[src/rtl/uart_tx_ctrl.sv]
// rtl/uart_tx_ctrl.sv - UART transmit sequencer with baud bit timer
// Optional line-break generator is compiled in with UART_TX_BREAK_EN.
module uart_tx_ctrl #(
  parameter int DIV_W  = 16,
  parameter int DATA_W = 8
) (
  input  logic              clk,
  input  logic              rst_,
  input  logic              tx_en,
  input  logic [DIV_W-1:0]  baud_div,
  input  logic              parity_en,
  input  logic              parity_odd,
  input  logic              stop2,
  input  logic              fifo_rempty,
  input  logic [DATA_W-1:0] fifo_data,
`ifdef UART_TX_BREAK_EN
  input  logic              tx_break,
`endif
  output logic              fifo_rinc,
  output logic              txd,
  output logic              tx_busy,
  output logic              tx_done
);

  // Bit counter must hold 0..DATA_W-1 in DATA and 0..1 in STOP
  localparam int BC_W = (DATA_W > 2) ? $clog2(DATA_W) : 1;
  localparam logic [BC_W-1:0] BIT_LAST = BC_W'(DATA_W - 1);

  localparam logic [3:0] ST_IDLE     = 4'd0;
  localparam logic [3:0] ST_FETCH    = 4'd1;
  localparam logic [3:0] ST_LOAD     = 4'd2;
  localparam logic [3:0] ST_START    = 4'd3;
  localparam logic [3:0] ST_DATA     = 4'd4;
  localparam logic [3:0] ST_PARITY   = 4'd5;
  localparam logic [3:0] ST_STOP     = 4'd6;
`ifdef UART_TX_BREAK_EN
  localparam logic [3:0] ST_BREAK    = 4'd7;
  localparam logic [3:0] ST_BRK_MARK = 4'd8;
`endif

  logic [3:0]        state_q, state_d;
  logic [DIV_W-1:0]  cnt_q, cnt_d;
  logic [BC_W-1:0]   bit_q, bit_d;
  logic [DATA_W-1:0] shift_q, shift_d;
  logic [DIV_W-1:0]  div_q, div_d;
  logic              pe_q, pe_d;
  logic              s2_q, s2_d;
  logic              par_q, par_d;
  logic              txd_d;
  logic              rinc_d;
  logic              busy_d;
  logic              done_d;
  logic              fetch_ok;
  logic              bit_end;
  logic [BC_W-1:0]   stop_last;

  assign fetch_ok  = tx_en && !fifo_rempty;
  assign bit_end   = (cnt_q == '0);
  assign stop_last = s2_q ? BC_W'(1) : '0;

  // Next-state, bit timer, bit counter and shift register
  always_comb begin
    state_d = state_q;
    cnt_d   = cnt_q;
    bit_d   = bit_q;
    shift_d = shift_q;
    div_d   = div_q;
    pe_d    = pe_q;
    s2_d    = s2_q;
    par_d   = par_q;
    case (state_q)
      ST_IDLE: begin
`ifdef UART_TX_BREAK_EN
        if (tx_break) state_d = ST_BREAK;
        else
`endif
        if (fetch_ok) state_d = ST_FETCH;
      end
      ST_FETCH: state_d = ST_LOAD;
      ST_LOAD: begin
        // Frame config is frozen here; later register writes wait for the next frame
        shift_d = fifo_data;
        div_d   = baud_div;
        pe_d    = parity_en;
        s2_d    = stop2;
        par_d   = (^fifo_data) ^ parity_odd;
        cnt_d   = baud_div;
        state_d = ST_START;
      end
      ST_START: begin
        if (bit_end) begin
          cnt_d   = div_q;
          bit_d   = '0;
          state_d = ST_DATA;
        end else begin
          cnt_d = cnt_q - DIV_W'(1);
        end
      end
      ST_DATA: begin
        if (bit_end) begin
          cnt_d = div_q;
          if (bit_q == BIT_LAST) begin
            bit_d   = '0;
            state_d = pe_q ? ST_PARITY : ST_STOP;
          end else begin
            bit_d   = bit_q + BC_W'(1);
            shift_d = shift_q >> 1;
          end
        end else begin
          cnt_d = cnt_q - DIV_W'(1);
        end
      end
      ST_PARITY: begin
        if (bit_end) begin
          cnt_d   = div_q;
          bit_d   = '0;
          state_d = ST_STOP;
        end else begin
          cnt_d = cnt_q - DIV_W'(1);
        end
      end
      ST_STOP: begin
        if (bit_end) begin
          if (bit_q != stop_last) begin
            bit_d = bit_q + BC_W'(1);
            cnt_d = div_q;
          end else begin
`ifdef UART_TX_BREAK_EN
            if (tx_break) state_d = ST_BREAK;
            else
`endif
            if (fetch_ok) state_d = ST_FETCH;
            else          state_d = ST_IDLE;
          end
        end else begin
          cnt_d = cnt_q - DIV_W'(1);
        end
      end
`ifdef UART_TX_BREAK_EN
      ST_BREAK: begin
        // Mark time after a break uses the live divisor, not the frame latch
        if (!tx_break) begin
          state_d = ST_BRK_MARK;
          cnt_d   = baud_div;
          bit_d   = '0;
        end
      end
      ST_BRK_MARK: begin
        if (bit_end) begin
          if (bit_q == '0) begin
            bit_d = BC_W'(1);
            cnt_d = baud_div;
          end else begin
            state_d = ST_IDLE;
          end
        end else begin
          cnt_d = cnt_q - DIV_W'(1);
        end
      end
`endif
      default: state_d = ST_IDLE;
    endcase
  end

  // Output values for the coming cycle, derived from the next state so outputs can be registered
  always_comb begin
    case (state_d)
      ST_START:    txd_d = 1'b0;
      ST_DATA:     txd_d = shift_d[0];
      ST_PARITY:   txd_d = par_q;
`ifdef UART_TX_BREAK_EN
      ST_BREAK:    txd_d = 1'b0;
`endif
      default:     txd_d = 1'b1;
    endcase
    rinc_d = (state_d == ST_FETCH);
    busy_d = (state_d != ST_IDLE);
    done_d = (state_d == ST_STOP) && (cnt_d == '0) && (bit_d == stop_last);
  end

  // State and registered outputs; reset drops the partial frame and idles the line
  always_ff @(posedge clk or negedge rst_) begin
    if (!rst_) begin
      state_q   <= ST_IDLE;
      cnt_q     <= '0;
      bit_q     <= '0;
      shift_q   <= '0;
      div_q     <= '0;
      pe_q      <= 1'b0;
      s2_q      <= 1'b0;
      par_q     <= 1'b0;
      txd       <= 1'b1;
      fifo_rinc <= 1'b0;
      tx_busy   <= 1'b0;
      tx_done   <= 1'b0;
    end else begin
      state_q   <= state_d;
      cnt_q     <= cnt_d;
      bit_q     <= bit_d;
      shift_q   <= shift_d;
      div_q     <= div_d;
      pe_q      <= pe_d;
      s2_q      <= s2_d;
      par_q     <= par_d;
      txd       <= txd_d;
      fifo_rinc <= rinc_d;
      tx_busy   <= busy_d;
      tx_done   <= done_d;
    end
  end

endmodule

[config.mk]
export PLATFORM = sky130hd
export DESIGN_NAME = uart_tx_ctrl
export DESIGN_NICKNAME = d
export VERILOG_FILES = /design/src/rtl/uart_tx_ctrl.sv
export SDC_FILE = /design/constraint.sdc
export NUM_CORES = 1
export LEC_CHECK = 0
export CAP_MARGIN = 20
export CORE_MARGIN = 3
export CORE_UTILIZATION = 46
export CTS_CLUSTER_SIZE = 20
export DETAILED_ROUTE_END_ITERATION = 6
export MAX_ROUTING_LAYER = met4
export PLACE_DENSITY = 0.69
export SLEW_MARGIN = 40
export SYNTH_ARGS = -nofsm -noshare
export SYNTH_HDL_FRONTEND = slang
export SYNTH_SLANG_ARGS = --single-unit
[constraint.sdc]
create_clock -name clk -period 7.5 [get_ports clk]
set_clock_uncertainty 0.2 [all_clocks]
set_input_delay 1.125 -clock clk [delete_from_list [all_inputs] [get_ports clk]]
set_output_delay 1.125 -clock clk [all_outputs]
set_load 0.05 [all_outputs]
-- Word level (Yosys, flattened, before mapping)
Cells that the tools add are included.
- add/subtract/negate cells: 2
- equality and inequality tests: 16
- mux-type cells: 25
- bitwise gates (word level): 1
- reductions and logical operators: 13
- operators with widths (kind ; number):
    16-bit two-way mux ; 3
    16-bit case mux with 3 select lines ; 1
    16-bit logical NOT ; 2
    4-bit two-way mux ; 7
    4-bit case mux with 7 select lines ; 1
    4-bit by 3-bit == test with 1-bit output (second input constant) ; 6
    8-bit two-way mux ; 2
    8-bit case mux with 2 select lines ; 1
    16-bit by 1-bit subtractor with 16-bit output (second input constant) ; 1
    3-bit two-way mux ; 5
    4-bit by 2-bit == test with 1-bit output (second input constant) ; 3
    3-bit case mux with 3 select lines ; 1
    4-bit by 1-bit == test with 1-bit output (second input constant) ; 2
    8-bit parity ; 1
    4-bit logical NOT ; 1
    2-bit != test (second input constant) ; 2
    4-bit nonzero test ; 1
    3-bit by 1-bit adder with 3-bit output (second input constant) ; 1
    3-bit by 1-bit == test with 1-bit output ; 1
    3-bit == test (second input constant) ; 1
    1-bit logical AND ; 3
    3-bit by 1-bit != test with 1-bit output ; 1
    1-bit case mux with 3 select lines ; 1
    3-bit AND reduction ; 1
    7 further kinds ; 8
- register bits: 54
- input port bits: 31
- output and inout bits: 4
- word-level logic and storage cells: 70

-- Logic depth before layout (Yosys ltp)
- depth in word-level cells: 9
- depth in mapped cells: 11
- depth with buffers taken out: 9

-- Worst setup path before layout
No wires, ideal clock.
- kind: reg-to-reg
- from: register cnt_q[0]
- to: register tx_done
- setup time: 0.095 ns
- arrival time: 2.423 ns
- data required time: 7.205 ns
- slack: 4.782 ns
- cell stages (with the launch flop): 10
- buffers on the path: 0
- clock period less this slack: 2.718 ns
- path through: dfrtp_1 -> inv_1 -> ha_1 -> nor3b_1 -> nand2_1 -> a31o_1 -> a221o_1 -> nor4_1 -> nand4b_1 -> nor4b_2
- word-level cells in the longest chain between the ends: 6
- elaborated cells on any way between the ends: 20
- classes of those cells: add/sub (1); eq/ne (2); mux (13); reduce/logical (4)
- ends and longest elaborated chain (what ; line ; RTL):
    start: declaration ; 42 ; logic [DIV_W-1:0] cnt_q, cnt_d;
    start signal: assignment ; 198 ; cnt_q <= cnt_d;
    16-bit by 1-bit subtractor with 16-bit output or 16-bit logical NOT (tied branches) ; -- ;
    16-bit two-way mux (on tied branches) ; -- ;
    16-bit case mux with 3 select lines * ; 71 ; case (state_q)
    via cnt_d[8] ; 42 ;
    16-bit logical NOT * ; 178 ; done_d = (state_d == ST_STOP) && (cnt_d == '0) && (bit_d == stop_last);
    1-bit logical AND * (2 in series) ; 178 ;
    via done_d ; 52 ; logic done_d;
    end signal: assignment ; 208 ; tx_done <= done_d;
    end: declaration ; 22 ; output logic tx_done
The timed path passes the listed nets; every way through them passes the cells marked *.
A chain may end at the register's enable or synchronous reset.

-- Worst setup path after layout
- from: register state_q[2]
- to: register tx_done
- word-level cells in the longest chain between the ends: 6
- elaborated cells on any way between the ends: 24
- classes of those cells: eq/ne (8); mux (10); reduce/logical (6)
- ends and longest elaborated chain (what ; line ; RTL):
    start: declaration ; 41 ; logic [3:0] state_q, state_d;
    start signal: assignment ; 197 ; state_q <= state_d;
    4-bit by 3-bit == test with 1-bit output, or another cell as far along ; 71 ;
    3-bit OR reduction (no source line), or another cell as far along ; -- ;
    16-bit case mux with 3 select lines or 4-bit case mux with 7 select lines (tied branches) ; 71 ;
    16-bit logical NOT or 4-bit by 3-bit == test with 1-bit output (tied branches) ; 178 ;
    1-bit logical AND ; 178 ;
    1-bit logical AND * ; 178 ;
    via done_d ; 52 ;
Marked as above.

==> flow_results.xml <==
<?xml version="1.0" encoding="UTF-8"?>
<metrics>
  <group name="outcome">
    <metric name="outcome" unit="">complete, no violations</metric>
  </group>
  <group name="synth">
    <metric name="syn-cell-area" unit="sq mm">0.00332</metric>
    <metric name="synth_enable_flop_cells" unit="">0</metric>
    <metric name="synth.avg_cell_area" unit="sq um">8.96</metric>
    <metric name="async_set_or_reset_register_ratio_after_synthesis" unit="">1.00</metric>
    <metric name="synth_top_area_frac" unit="">0.400</metric>
    <metric name="synth_top_area_cell" unit="">sky130_fd_sc_hd__dfrtp_1</metric>
    <metric name="dominant_synthesized_flop_cell" unit="">sky130_fd_sc_hd__dfrtp_1</metric>
    <metric name="number_of_distinct_standard_cells_referenced_by_the_synthesized_netlist" unit="">71</metric>
    <metric name="ys_top_cells_by_area" unit="">sky130_fd_sc_hd__dfrtp_1 40%, sky130_fd_sc_hd__nand2_1 7.6%, sky130_fd_sc_hd__o21ai_0 3.5%</metric>
    <metric name="postSynthCellCount" unit="">370</metric>
    <metric name="synth.ff_latch_count" unit="">54</metric>
    <metric name="yosysWarnings" unit="">0</metric>
    <metric name="mappedNetlistNets" unit="">405</metric>
    <metric name="synth_seq_area_share" unit="">0.408</metric>
  </group>
  <group name="power">
    <metric name="overall_power" unit="uW">997</metric>
    <metric name="static_leakage" unit="uW">0.00153</metric>
    <metric name="max-vdd-ir-drop" unit="V">0.000108</metric>
    <metric name="pwr_density_cell" unit="mW/mm^2">262</metric>
  </group>
  <group name="critical_path">
    <metric name="crit_path_top_delay_cell" unit="">sky130_fd_sc_hd__dfrtp_1</metric>
    <metric name="worstSetupPathType" unit="">flop to flop</metric>
    <metric name="worstSetupPathDepth" unit="">8</metric>
    <metric name="cp_slowest_stage_delay" unit="ns">0.71</metric>
    <metric name="timing.reg2reg.worst_path_depth" unit="">8</metric>
    <metric name="critical_path.endpoint_type" unit="">flop</metric>
    <metric name="data_required_time_of_the_worst_path" unit="ns">7.52</metric>
    <metric name="critical_path_buffer_and_inverter_count" unit="">1</metric>
    <metric name="critPathMaxFanout" unit="">19</metric>
    <metric name="startpoint_type" unit="">flop</metric>
    <metric name="worst-endpoint-arrival" unit="ns">3.54</metric>
    <metric name="worst_path_top_cell_family_by_delay" unit="">simple AND/OR/NAND/NOR gates</metric>
    <metric name="crit_path_cell_trace" unit="">nor2b_1, a21oi_1, buf_4, nor3_2, xnor2_1, a2111oi_2, nand4bb_1, nor4b_2</metric>
  </group>
  <group name="timing">
    <metric name="timing_max_transition_violations_final" unit="">0</metric>
    <metric name="layout_worst_path_cycle_share" unit="">0.469</metric>
    <metric name="final_count_of_negative_setup_slack_endpoints" unit="">0</metric>
    <metric name="grt_setup_unrepaired" unit="">no</metric>
    <metric name="period_needed" unit="ns">3.52</metric>
    <metric name="relSlewSlack" unit="">0.452</metric>
    <metric name="timing.final.hold_violations" unit="">0</metric>
    <metric name="fmax" unit="MHz">284</metric>
    <metric name="finalSetupTns" unit="ns">0</metric>
    <metric name="worst-slew-pin-transition" unit="ns">0.815</metric>
  </group>
  <group name="hold_path">
    <metric name="whs_path_depth" unit="">1</metric>
    <metric name="min-delay-path-class" unit="">flop to flop</metric>
  </group>
  <group name="grt">
    <metric name="global_route_wire_length_before_repair" unit="microns">14300</metric>
    <metric name="antenna_found_initial" unit="">0</metric>
    <metric name="first_global_vias" unit="">2712</metric>
    <metric name="grt_util_all_layers" unit="">0.221</metric>
    <metric name="largest_net_degree_at_the_start_of_global_routing" unit="">55</metric>
    <metric name="grt_overflow" unit="">0</metric>
  </group>
  <group name="clocking">
    <metric name="ctsRootBufferMaster" unit="">sky130_fd_sc_hd__clkbuf_8</metric>
    <metric name="post_cts_buffers" unit="">0</metric>
    <metric name="ctsHtreeMaxLevel" unit="">2</metric>
    <metric name="cts_tree" unit="">yes</metric>
    <metric name="cts_resized" unit="">0</metric>
    <metric name="clk_latency" unit="ns">0.31</metric>
    <metric name="clkSinkCount" unit="">54</metric>
    <metric name="cts_hold_buf" unit="">0</metric>
    <metric name="clock_tree.buffer_depth" unit="">2</metric>
    <metric name="cts_inserted_buffers" unit="">5</metric>
    <metric name="clk_pin_slew_worst_paths" unit="ns">0.10</metric>
  </group>
  <group name="run">
    <metric name="cap_viol_max_count" unit="">0</metric>
  </group>
  <group name="route">
    <metric name="detail_route.drc_violations" unit="">0</metric>
    <metric name="dr_total_vias" unit="">2918</metric>
    <metric name="viasPerCell" unit="">6.00</metric>
    <metric name="drtPass1Iterations" unit="">6</metric>
    <metric name="wl_per_cell" unit="microns">18.1</metric>
    <metric name="wire_length_after_detailed_routing" unit="microns">8780</metric>
    <metric name="drt_first_iter_violations" unit="">209</metric>
    <metric name="route.antenna.remaining_nets" unit="">0</metric>
  </group>
  <group name="floorplanning">
    <metric name="floorplan.initialDensity" unit="">0.480</metric>
    <metric name="core" unit="sq mm">0.00691</metric>
    <metric name="floorplan.die_area" unit="sq mm">0.00826</metric>
    <metric name="floorplan.die.width" unit="microns">90.9</metric>
    <metric name="die_h" unit="microns">90.9</metric>
    <metric name="top_level_ports" unit="">35</metric>
    <metric name="floorplan.rows" unit="">30</metric>
  </group>
  <group name="placed_design">
    <metric name="port-buffer-count" unit="">34</metric>
    <metric name="hpwlAfterDp" unit="microns">6000</metric>
    <metric name="routability_congestion_estimate" unit="">0.920</metric>
    <metric name="place.detailed.instances" unit="">478</metric>
  </group>
  <group name="final_layout">
    <metric name="design.final.nets" unit="">424</metric>
    <metric name="n_antenna_cell" unit="">0</metric>
    <metric name="flow.area_growth_from_synthesis" unit="%">14.9</metric>
    <metric name="final-instance-count-excl-fill" unit="">486</metric>
    <metric name="fillers" unit="">662</metric>
    <metric name="layout-drive-gt1-share" unit="">0.0795</metric>
    <metric name="finalCoreUtilization" unit="">0.552</metric>
  </group>
</metrics>
-- cell usage in the layout, fill, tap and decap left out, types with 6 or more instances in the layout --
master                            count
sky130_fd_sc_hd__nand2_1             67
sky130_fd_sc_hd__dfrtp_1             53
sky130_fd_sc_hd__clkdlybuf4s50_1     33
sky130_fd_sc_hd__o21ai_0             23
sky130_fd_sc_hd__nor2_1              16
sky130_fd_sc_hd__xnor2_1             12
sky130_fd_sc_hd__inv_1               11
sky130_fd_sc_hd__a21oi_1             10
sky130_fd_sc_hd__nor3_1               9
sky130_fd_sc_hd__a31oi_1              7
sky130_fd_sc_hd__nand4_1              7
sky130_fd_sc_hd__nand2b_1             7
sky130_fd_sc_hd__a22oi_1              7
sky130_fd_sc_hd__xor2_1               6
-- cell families after synthesis --
family,after synthesis,share of synthesized area
adders and majority gates,4,0.0151
DFF,54,0.408
muxes,2,0.00641
AOI/OAI and AO/OA,103,0.222
buffers and inverters,38,0.0483
other,1,0.00113
and+or+nand+nor,150,0.251
xor gates and xnor gates,18,0.0475
-- state kept, by name (all words and copies together), names as in the netlist --
name / flops
cnt_q: 16
div_q: 16
shift_q: 8
state_q: 4
bit_q: 3
fifo_rinc: 1
par_q: 1
pe_q: 1
s2_q: 1
tx_busy: 1
tx_done: 1
txd: 1
-- area by class of cell --
type / count / area, sq um / area share
Clock inverter: 3 / 40.0 / 0.0105
Sequential cell: 54 / 1350 / 0.355
Clock buffer: 5 / 68.8 / 0.0181
Inverter: 11 / 41.3 / 0.0108
Timing Repair Buffer: 39 / 373 / 0.0979
Tap cell: 96 / 120 / 0.0315
Multi-Input combinational cell: 278 / 1810 / 0.476
-- worst paths after layout --
kind                                        from                     to  slack (ns)
min                        div_q[15]$_DFFE_PN0P_  div_q[15]$_DFFE_PN0P_        0.29
max reg2reg                 state_q[2]$_DFF_PN0_      tx_done$_DFF_PN0_        3.98
max                         state_q[2]$_DFF_PN0_      tx_done$_DFF_PN0_        3.98
min in group asynchronous                   rst_     bit_q[1]$_DFF_PN0_        0.74
min reg2reg                div_q[15]$_DFFE_PN0P_  div_q[15]$_DFFE_PN0P_        0.29
max in group asynchronous                   rst_  div_q[15]$_DFFE_PN0P_        5.89
-- stage by stage --
step           setup WS, ns  hold slack (ns)  instance area, sq um
3_5_place_dp           4.06            0.262                  3700
6_report               3.98            0.285                  3810
5_1_grt                3.71            0.311                  3810
3_3_place_gp           4.09            0.257                  3700
2_1_floorplan          4.78            0.239                  3320
4_1_cts                4.03            0.285                  3800
-- synth_stat cells, drive strengths merged (7+ instances only) --
cell and instances:
a22oi 7, a31oi 7, o21ai 26, a21oi 10
dfrtp 53, xnor2 12, nand4 8, inv 11
nor3 10, buf 11, clkbuf 16, nand2b 7
nor2 16, nand2 67
-- routing by layer --
layer | GRT usage | vias to the layer above | wire [microns]
li1 | - | 1390 | -
met1 | 0.311 | 1396 | 4090
met2 | 0.326 | 115 | 3960
met3 | 0.0425 | 17 | 543
met4 | 0.0653 | 0 | 187
met5 | - | - | 0
-- where the power goes --
part | switching (uW) | internal, uW
combinational | 158 | 137
clock | 100 | 98.5
sequential | 113 | 390
Note: power is estimated with default switching activity, not from simulation.
